==> config.mk <==
export PLATFORM = sky130hd
export DESIGN_NAME = rc4_decrypt_loop
export DESIGN_NICKNAME = d
export VERILOG_FILES = /design/src/rtl/rc4_pkg.sv /design/src/rtl/rc4_wait_counter.sv /design/src/rtl/rc4_decrypt_loop.sv
export SDC_FILE = /design/constraint.sdc
export NUM_CORES = 1
export LEC_CHECK = 0
export CORE_UTILIZATION = 58
export DETAILED_ROUTE_END_ITERATION = 8
export DONT_BUFFER_PORTS = 1
export PLACE_DENSITY = 0.74
export SYNTH_ARGS = -nofsm -noshare
export SYNTH_HDL_FRONTEND = slang
export SYNTH_SLANG_ARGS = --single-unit
==> constraint.sdc <==
create_clock -name clk -period 8 [get_ports clk]
set_input_delay 2 -clock clk [delete_from_list [all_inputs] [get_ports clk]]
set_output_delay 2 -clock clk [all_outputs]
set_load 0.01 [all_outputs]
==> src/rtl/rc4_pkg.sv <==
// Shared definitions for the RC4 datapath blocks: PRGA state encoding,
// S memory geometry and the printable-plaintext bounds.
package rc4_pkg;

    localparam int S_DEPTH = 256;
    localparam int BYTE_W  = 8;

    localparam logic [BYTE_W-1:0] ASCII_LO    = 8'h61;
    localparam logic [BYTE_W-1:0] ASCII_HI    = 8'h7A;
    localparam logic [BYTE_W-1:0] ASCII_SPACE = 8'h20;

    typedef enum logic [3:0] {
        IDLE,
        INC_I,
        RD_SI,
        WT_SI,
        SV_SI,
        RD_SJ,
        WT_SJ,
        SV_SJ,
        WR_SI,
        WR_SJ,
        RD_F,
        WT_F,
        SV_F,
        WR_DEC,
        NEXT,
        DONE
    } rc4_state_t;

    function automatic logic ascii_ok(input logic [BYTE_W-1:0] b);
        return ((b >= ASCII_LO) && (b <= ASCII_HI)) || (b == ASCII_SPACE);
    endfunction

endpackage

==> src/rtl/rc4_wait_counter.sv <==
// Memory read-latency timer: load arms it with RD_LAT, expire is high during
// the last wait cycle.
module rc4_wait_counter #(
    parameter int RD_LAT = 2
) (
    input  logic clk,
    input  logic reset,
    input  logic load,
    output logic expire
);

    logic [7:0] cnt;

    always_ff @(posedge clk or posedge reset) begin
        if (reset) begin
            cnt <= '0;
        end else if (load) begin
            cnt <= 8'(RD_LAT);
        end else if (cnt != '0) begin
            cnt <= cnt - 8'd1;
        end
    end

    assign expire = (cnt == 8'd1);

endmodule

==> src/rtl/rc4_decrypt_loop.sv <==
// RC4 PRGA + XOR decryption over the permuted S memory.
// Define RC4_ASCII_CHECK_EN to abort on the first non-printable plaintext byte.
module rc4_decrypt_loop
    import rc4_pkg::*;
#(
    parameter int MSG_LEN = 32,
    parameter int RD_LAT  = 2
) (
    input  logic       clk,
    input  logic       reset,
    input  logic       start_flag,
    output logic       done_flag,
    output logic       invalid_flag,
    output logic [7:0] s_address,
    output logic [7:0] s_data,
    input  logic [7:0] s_data_read,
    output logic       s_wren,
    output logic [7:0] enc_address,
    input  logic [7:0] enc_data_read,
    output logic [7:0] dec_address,
    output logic [7:0] dec_data,
    output logic       dec_wren
);

    rc4_state_t        state;
    logic [BYTE_W-1:0] i, j, data_i, data_j, f, enc_byte;
    logic [8:0]        k;
    logic              wait_load, wait_expire;
    logic [BYTE_W-1:0] plain;

    assign wait_load = (state == RD_SI) || (state == RD_SJ) || (state == RD_F);
    assign plain     = s_data_read ^ enc_data_read;
    assign done_flag = (state == DONE);
    assign dec_data  = f ^ enc_byte;

    rc4_wait_counter #(.RD_LAT(RD_LAT)) u_wait (
        .clk    (clk),
        .reset  (reset),
        .load   (wait_load),
        .expire (wait_expire)
    );

`ifdef RC4_ASCII_CHECK_EN
    logic invalid_r;
    assign invalid_flag = invalid_r;
`else
    assign invalid_flag = 1'b0;
`endif

    always_ff @(posedge clk or posedge reset) begin
        if (reset) begin
            state       <= IDLE;
            i           <= '0;
            j           <= '0;
            k           <= '0;
            data_i      <= '0;
            data_j      <= '0;
            f           <= '0;
            enc_byte    <= '0;
            s_address   <= '0;
            s_data      <= '0;
            s_wren      <= 1'b0;
            enc_address <= '0;
            dec_address <= '0;
            dec_wren    <= 1'b0;
`ifdef RC4_ASCII_CHECK_EN
            invalid_r   <= 1'b0;
`endif
        end else if (!start_flag) begin
            state    <= IDLE;
            i        <= '0;
            j        <= '0;
            k        <= '0;
            s_wren   <= 1'b0;
            dec_wren <= 1'b0;
`ifdef RC4_ASCII_CHECK_EN
            invalid_r <= 1'b0;
`endif
        end else begin
            s_wren   <= 1'b0;
            dec_wren <= 1'b0;
            // Memory-facing outputs are loaded on the edge entering the state that uses them.
            case (state)
                IDLE:  state <= INC_I;
                INC_I: begin
                    i         <= i + 8'd1;
                    s_address <= i + 8'd1;
                    state     <= RD_SI;
                end
                RD_SI: state <= WT_SI;
                WT_SI: if (wait_expire) state <= SV_SI;
                SV_SI: begin
                    data_i    <= s_data_read;
                    j         <= j + s_data_read;
                    s_address <= j + s_data_read;
                    state     <= RD_SJ;
                end
                RD_SJ: state <= WT_SJ;
                WT_SJ: if (wait_expire) state <= SV_SJ;
                SV_SJ: begin
                    data_j    <= s_data_read;
                    s_address <= i;
                    s_data    <= s_data_read;
                    s_wren    <= 1'b1;
                    state     <= WR_SI;
                end
                WR_SI: begin
                    s_address <= j;
                    s_data    <= data_i;
                    s_wren    <= 1'b1;
                    state     <= WR_SJ;
                end
                WR_SJ: begin
                    s_address   <= data_i + data_j;
                    enc_address <= k[7:0];
                    state       <= RD_F;
                end
                RD_F: state <= WT_F;
                WT_F: if (wait_expire) state <= SV_F;
                SV_F: begin
                    f        <= s_data_read;
                    enc_byte <= enc_data_read;
`ifdef RC4_ASCII_CHECK_EN
                    if (!ascii_ok(plain)) begin
                        invalid_r <= 1'b1;
                        state     <= DONE;
                    end else begin
                        dec_address <= k[7:0];
                        dec_wren    <= 1'b1;
                        state       <= WR_DEC;
                    end
`else
                    dec_address <= k[7:0];
                    dec_wren    <= 1'b1;
                    state       <= WR_DEC;
`endif
                end
                WR_DEC: state <= NEXT;
                NEXT: begin
                    k     <= k + 9'd1;
                    state <= (k == 9'(MSG_LEN - 1)) ? DONE : INC_I;
                end
                DONE:    state <= DONE;
                default: state <= IDLE;
            endcase
        end
    end

`ifndef RC4_ASCII_CHECK_EN
    logic unused_plain;
    assign unused_plain = ^plain;
`endif

endmodule

Word-level counts from Yosys, hierarchy flattened
Cells that the tools add are included.
Widths: inputs -> output; s select.

word-level totals
  word-level logic and storage cells = 79
  bits of input ports = 19
  output and inout port bits = 44
  flip-flop bits (word level) = 103

operators by class
  multiplexer cells = 20
  bitwise operators = 1
  add/subtract/negate cells = 5
  equality and inequality tests = 23
  reductions and logical operators = 15

operators with widths
  operator             count
  $pmux 4 s16          1
  $mux 8               6
  $pmux 8 s5           1
  $eq 4x4->1 const B   8
  $mux 4               5
  $mux 9               2
  $add 8x8->8          2
  $eq 4x3->1 const B   4
  $pmux 8 s2           1
  $reduce_and 2->1     6
  $add 9x1->9 const B  1
  $eq 9x5->1 const B   1
  $ne 3x2->1 const B   3
  $add 8x1->8 const B  1
  $eq 4x2->1 const B   2
  $eq 8x1->1 const B   1
  $reduce_bool 8->1    1
  $sub 8x1->8 const B  1
  $xor 8x8->8          1
  $ne 2x1->1 const B   3
  $reduce_bool 5->1    1
  $eq 4x1->1 const B   1
  $logic_not 4->1      1
  $mux 1               4
  4 further kinds      6

Depth between registers and ports, before layout
Gate-level depths: netlist of the first run.

  word-level depth = 4
  mapped depth = 8
  mapped depth without buffers = 8

Cells and area by module
Synthesis of the first run repeated with hierarchy kept, for this count alone.

unflattened totals
  cells, all modules = 566
  area total of the unflattened synthesis = 5495.3 um^2

modules (own cells, without submodules)
  module            times used  seq. area each (um^2)  area an instance (um^2)  cells an instance
  rc4_decrypt_loop  1           2377.3                 4993.5                   511
  rc4_wait_counter  1           200.2                  501.7                    55

Worst setup path before layout of the first run
No wires, ideal clock.

  path kind = input -> register
  from = input s_data_read[4]
  to = register s_address[5]
  cell stages on the path = 7
  path buffers = 0
  setup time = 126 ps
  arrival = 3463 ps
  slack = 4411 ps
  required time = 7874 ps
  cell sequence = ha_1 and2_1 a221oi_1 nand2_1 xor2_1 a221oi_1 o21ai_1

on the way
  longest elaborated chain between the ends = 2

ends and longest elaborated chain
  item                  line                     RTL
  start, declared       rc4_decrypt_loop.sv:16   input logic [7:0] s_data_read,
  $add 8x8->8           rc4_decrypt_loop.sv:95   s_address <= j + s_data_read;
  $pmux 8 s5            rc4_decrypt_loop.sv:83   case (state)
  end signal, assigned  rc4_decrypt_loop.sv:87   s_address <= i + 8'd1;
  end signal, assigned  rc4_decrypt_loop.sv:95
  end signal, assigned  rc4_decrypt_loop.sv:102  s_address <= i;
  end, declared         rc4_decrypt_loop.sv:14   output logic [7:0] s_address,

No other way between the ends.
A chain may end at the register's enable or synchronous reset.

Worst setup path in the final report of the first run
  from = input start_flag
  to = register enc_byte[0]

on the way
  longest elaborated chain between the ends = 1

ends and longest elaborated chain
  item                               line                     RTL
  start, declared                    rc4_decrypt_loop.sv:11   input logic start_flag,
  $reduce_and 2->1 (no source line)  n/a
  end signal, assigned               rc4_decrypt_loop.sv:122  enc_byte <= enc_data_read;
  end, declared                      rc4_decrypt_loop.sv:26   logic [BYTE_W-1:0] i, j, data_i, data_j, f, enc_byte;

No other way between the ends.

==> impl_metrics.env, run 1 <==
export IMPL_post_cts_buffers=0
export IMPL_max_freq_ghz=0.2488
export IMPL_coreArea_um2=9284
export IMPL_grt_pass1_vias=4158
export IMPL_avgSynthCellArea_um2=9.769
export IMPL_synth_top_flop_cell="dfrtp_1"
export IMPL_ys_ff_latch=103
export IMPL_synth_edf_count=0
export IMPL_met3_usage=0.04387
export IMPL_final_common_cell="nand2_1"
export IMPL_layout_common_cells="105 x nand2_1, 103 x dfrtp_1, 39 x nor2_1"
export IMPL_crit_required_ps=8260
export IMPL_dieArea_um2=10010
export IMPL_rsz0062_at_grt="false"
export IMPL_use_met2=0.4101
export IMPL_cts_tree="built"
export IMPL_diodes=0
export IMPL_grt_overflow=0
export IMPL_die_w_um=100.1
export IMPL_path_common_cell="nand2_1"
export IMPL_cp_max_fo=29
export IMPL_ir_drop_v=0.0001094
export IMPL_cts_hold_buffers=0
export IMPL_finalCriticalPeriod_ps=4019
export IMPL_ioPinCount=63
export IMPL_path_clk_slew_ps=100
export IMPL_dp_hpwl_mm=8.362
export IMPL_cts_sinks=103
export IMPL_cts_resized=0
export IMPL_clk_latency_ps=370
export IMPL_wl_mm=11.92
export IMPL_maxSlewViolCount=0
export IMPL_async_flop_share=1.000
export IMPL_drt_iter0_drc=259
export IMPL_setup_tns_ps=0
export IMPL_clk_path_buf_depth=2
export IMPL_fin_crit_sh=0.5024
export IMPL_power_density_nw_per_um2=196.1
export IMPL_max_slew_margin_rel=0.2306
export IMPL_drt_antenna_violating_nets=0
export IMPL_htree_levels=3
export IMPL_cts_buffers_inserted=9
export IMPL_worst_pin_slew_ps=1146
export IMPL_synth_distinct_cells=60
export IMPL_met1_usage=0.3619
export IMPL_finish_net_count=598
export IMPL_die_h_um=100.1
export IMPL_root_buffer="clkbuf_8"
export IMPL_outcome="finished, final reports clean"
export IMPL_drc=0
export IMPL_fin_skew_ps=12.68
export IMPL_cp_slowest_cell="or3_1"
export IMPL_finish_utilization=0.6249
export IMPL_drt_pre_antenna_iters=4
export IMPL_leakage_nw=2.692
export IMPL_hold_path_class="reg -> reg"
export IMPL_port_buffers=0
export IMPL_slowest_delay_ps=870
export IMPL_cp_arrival_ps=4270
export IMPL_start_kind="input port"
export IMPL_post_place_ws_ps=3599
export IMPL_setup_viol=0
export IMPL_critPathCaptureType="register"
export IMPL_grt_max_degree=53
export IMPL_top_usage_layer="met2"
export IMPL_syn_nets=610
export IMPL_seq_area_frac_synth=0.4621
export IMPL_rows=35
export IMPL_grt_pass1_wl_mm=20.55
export IMPL_grt_usage=0.2604
export IMPL_crit_chain="inv_1, or3_1, clkinv_2, nand2_1, nand2_1"
export IMPL_drive_above_1_share=0.1082
export IMPL_hold_viol_final=0
export IMPL_routabilityCongestion=0.9061
export IMPL_syn_to_final_growth_pct=4.015
export IMPL_maxCapViolations=0
export IMPL_vias_per_cell=5.955
export IMPL_fin_ws_ps=3981
export IMPL_start_util=0.6008
export IMPL_yosysWarnings=0
export IMPL_netlist_instances=571
export IMPL_worstSetupPathType="in -> reg"
export IMPL_num_vias=4127
export IMPL_syn_cell_area_um2=5578
export IMPL_wl_per_cell_um=17.20
export IMPL_antenna_found_initial=0
## layer usage
metal  vias up  part of all wire  routed length, um
li1       1972                 -                  -
met1      2015              0.46               5505
met2       120              0.46               5525
met3        20             0.052                615
met4         0             0.023                276
met5         -                 0                  0
## critical path, delay by kind of cell
| kind | cells | cell delay (ps) |
|---|---|---|
| buf+inv | 2 | 1140 |
| simple gates | 3 | 1120 |
## kinds of logic (layout without fill, tap and decap cells)
| kind of cell | Yosys count | after routing | synth area share |
|---|---|---|---|
| simple gates | 221 | 221 | 0.1884 |
| compound gates | 108 | 108 | 0.1211 |
| fa+ha+maj | 20 | 20 | 0.04756 |
| buf+inv | 35 | 28 | 0.03387 |
| other cells | 1 | 1 | 0.0006723 |
| xor+xnor | 42 | 42 | 0.06595 |
| flops | 103 | 103 | 0.4621 |
| mux | 41 | 41 | 0.08031 |
## area by class of cell
| cell class | instances | area (um2) |
|---|---|---|
| Inverter | 10 | 41.29 |
| Clock inverter | 4 | 55.05 |
| Tap cell | 129 | 161.4 |
| Timing Repair Buffer | 2 | 15.01 |
| Multi-Input combinational cell | 433 | 2816 |
| Clock buffer | 12 | 135.1 |
| Fill cell | 782 | 3482 |
| Sequential cell | 103 | 2577 |
## state kept, by name, summed over array words and instances (netlist names)
register     flops
enc_byte         8
s_wren           1
f                8
data_i           8
i                8
s_data           8
dec_address      8
enc_address      8
k                9
j                8
data_j           8
s_address        8
state            4
dec_wren         1
u_wait.cnt       8
## where the power goes
part | total, W | leakage (nW) | switching [W] | internal [W]
clock network | 0.000327 | 0.0912 | 0.000180 | 0.000147
logic | 0.000187 | 1.20 | 0.000106 | 0.0000804
registers | 0.000624 | 1.40 | 0.0000594 | 0.000565
total | 0.00114 | 2.69 | 0.000345 | 0.000792
## final timing paths
path                                          from                      end  slack (ps)  cells past startpoint
min in group asynchronous                    reset  enc_byte[1]$_DFFE_PP0P_        1580                      1
max in group asynchronous                    reset         i[1]$_DFFE_PP0P_        5330                      2
setup / recovery                        start_flag  enc_byte[0]$_DFFE_PP0P_        3980                      5
hold reg to reg            enc_byte[6]$_DFFE_PP0P_  enc_byte[6]$_DFFE_PP0P_         500                      2
hold / removal             enc_byte[6]$_DFFE_PP0P_  enc_byte[6]$_DFFE_PP0P_         500                      2
setup reg to reg              state[1]$_DFFE_PP0P_  enc_byte[0]$_DFFE_PP0P_        5120                      5
## cells in the mapped netlist (5+ instances only)
master | n | area (um2)
inv_1 | 9 | 33.78
xor2_1 | 22 | 192.7
o21ai_0 | 21 | 105.1
nor2_1 | 39 | 146.4
nor2b_1 | 5 | 31.28
or3_1 | 5 | 31.28
nand2b_1 | 13 | 81.33
mux2i_1 | 11 | 110.1
clkbuf_1 | 8 | 30.03
o21ai_1 | 7 | 35.03
a21oi_1 | 33 | 165.2
dfrtp_1 | 103 | 2577
ha_1 | 18 | 225.2
xnor2_1 | 20 | 175.2
o22ai_1 | 7 | 43.79
buf_2 | 9 | 45.04
nor3_1 | 9 | 45.04
mux2_2 | 30 | 337.8
nand3_1 | 14 | 70.07
nand2_1 | 105 | 394.1
a211oi_1 | 5 | 37.54
## through the flow
stage	power (W)	area [um2]	hold WS, ps	std cells
6_report	0.001138	5802	504.0	693
5_1_grt	0.001196	5802	539.5	693
4_1_cts	0.001142	5802	508.1	693
3_5_place_dp	0.0008205	5612	483.6	677
3_3_place_gp	0.0008071	5612	479.9	677
2_1_floorplan	0.0007778	5578	462.9	571
Power figures use the tool's default switching activity.
==> run 2: changes to the inputs <==
- PLACE_DENSITY: 0.74 -> 0.76
- clock period: 8 -> 3.4 ns (I/O delays scaled with it)
==> run 2 against run 1 <==
Against the previous run: non-clock buffer count increased by 5; highest routed layer unchanged; clock skew decreased by 2.3 ps; critical path type is now reg -> out; first-iteration DRC count increased by 25%; core utilization increased by 0.85 points; critical endpoint is now done_flag.
==> impl_metrics.env, run 2 (same netlist as run 1, synthesis figures left out) <==
export IMPL_outcome="finished, final reports clean"
export IMPL_max_freq_ghz=0.3742
export IMPL_antenna_found_initial=0
export IMPL_htree_levels=3
export IMPL_drt_iter0_drc=324
export IMPL_rows=35
export IMPL_clk_path_buf_depth=2
export IMPL_ir_drop_v=0.0002650
export IMPL_cp_arrival_ps=1820
export IMPL_critPathCaptureType="primary output"
export IMPL_grt_overflow=0
export IMPL_finalCriticalPeriod_ps=2673
export IMPL_maxSlewViolCount=0
export IMPL_crit_required_ps=2550
export IMPL_syn_to_final_growth_pct=5.428
export IMPL_routabilityCongestion=0.8719
export IMPL_setup_tns_ps=0
export IMPL_finish_net_count=603
export IMPL_start_kind="register"
export IMPL_drt_pre_antenna_iters=5
export IMPL_grt_pass1_vias=4237
export IMPL_slowest_delay_ps=930
export IMPL_cts_resized=0
export IMPL_layout_common_cells="105 x nand2_1, 103 x dfrtp_1, 39 x nor2_1"
export IMPL_final_common_cell="nand2_1"
export IMPL_worstSetupPathType="reg -> out"
export IMPL_drt_antenna_violating_nets=0
export IMPL_cts_buffers_inserted=9
export IMPL_coreArea_um2=9284
export IMPL_dp_hpwl_mm=8.939
export IMPL_cts_tree="built"
export IMPL_cts_sinks=103
export IMPL_cp_max_fo=27
export IMPL_crit_family="flip-flops"
export IMPL_max_slew_margin_rel=0.4218
export IMPL_post_cts_buffers=0
export IMPL_grt_usage=0.2674
export IMPL_diodes=0
export IMPL_wl_per_cell_um=17.49
export IMPL_grt_max_degree=46
export IMPL_fin_skew_ps=10.41
export IMPL_power_density_nw_per_um2=468.8
export IMPL_root_buffer="clkbuf_8"
export IMPL_die_h_um=100.1
export IMPL_die_w_um=100.1
export IMPL_post_place_ws_ps=767.0
export IMPL_num_vias=4163
export IMPL_top_register="k"
export IMPL_fin_ws_ps=727.5
export IMPL_crit_buf_inv=0
export IMPL_largest_reg_flops=9
export IMPL_cts_hold_buffers=0
export IMPL_ioPinCount=63
export IMPL_hold_path_class="in -> async"
export IMPL_maxCapViolations=0
export IMPL_vias_per_cell=5.964
export IMPL_path_clk_slew_ps=110
export IMPL_clk_latency_ps=380
export IMPL_fin_crit_sh=0.7860
export IMPL_wl_mm=12.21
export IMPL_drive_above_1_share=0.1213
export IMPL_dieArea_um2=10010
export IMPL_setup_viol=0
export IMPL_design_area_um2=5881
export IMPL_leakage_nw=2.729
export IMPL_rsz0062_at_grt="false"
export IMPL_grt_pass1_wl_mm=20.91
export IMPL_dpl_instance_area_um2=5650
export IMPL_hold_viol_final=0
export IMPL_start_util=0.6008
export IMPL_drc=0
export IMPL_crit_chain="nand2_1, nor2_1"
export IMPL_hold_worst_slack_ps=385.8
export IMPL_cp_slowest_cell="dfrtp_1"
export IMPL_port_buffers=0
export IMPL_worst_pin_slew_ps=867.3
run 2: cell types whose count changed in the layout (fill, tap and decap cells not counted):
cell / previous run / this run
clkinv_8: 0 / 3
inv_8: 0 / 1
buf_4: 2 / 7
inv_6: 1 / 0
clkbuf_1: 3 / 0
clkinvlp_4: 1 / 2
inv_4: 1 / 0
run 2: per-stage QoR:
step	power, W	std cells	utilization
6_report	0.002757	698	0.6334
3_3_place_gp	0.001904	682	0.6086
5_1_grt	0.002907	698	0.6334
4_1_cts	0.002777	698	0.6334
3_5_place_dp	0.001929	682	0.6086
2_1_floorplan	0.001830	571	-
run 2: path summary, 6_finish.rpt:
| kind | startpoint | cells past startpoint | slack, ps | end |
|---|---|---|---|---|
| min | reset | 1 | 390 | enc_byte[5]$_DFFE_PP0P_ |
| min in group clk | enc_byte[1]$_DFFE_PP0P_ | 2 | 510 | enc_byte[1]$_DFFE_PP0P_ |
| max | state[1]$_DFFE_PP0P_ | 2 | 730 | done_flag |
| min reg2reg | enc_byte[1]$_DFFE_PP0P_ | 2 | 510 | enc_byte[1]$_DFFE_PP0P_ |
| max reg2reg | state[0]$_DFFE_PP0P_ | 6 | 950 | s_address[7]$_DFFE_PP0P_ |
| max in group asynchronous | reset | 2 | 2080 | k[8]$_DFFE_PP0P_ |
run 2: area by class of cell:
type | count | area (um2)
flip-flops and latches | 103 | 2577
clock inverters | 7 | 106.4
fillers | 787 | 3403
clock buffers | 9 | 123.9
multi-input cells | 433 | 2816
well taps | 129 | 161.4
inverters | 10 | 42.54
repair buffers | 7 | 52.55
run 2: power by group:
part / leakage [nW] / total (W) / switching, W / internal, W
Sequential: 1.40 / 0.00147 / 0.000139 / 0.00133
Combinational: 1.22 / 0.000437 / 0.000246 / 0.000191
Clock: 0.110 / 0.000852 / 0.000487 / 0.000365
Total: 2.73 / 0.00276 / 0.000872 / 0.00189
run 2: metal layers:
metal  wire length, um  track usage  vias to the layer above  part of all wire
li1                  -            -                     1974                 -
met1              5358       0.3619                     2055              0.44
met2              5941       0.4345                      115              0.49
met3               667      0.05292                       19             0.055
met4               241      0.08919                        0             0.020
met5                 0            0                        -                 0
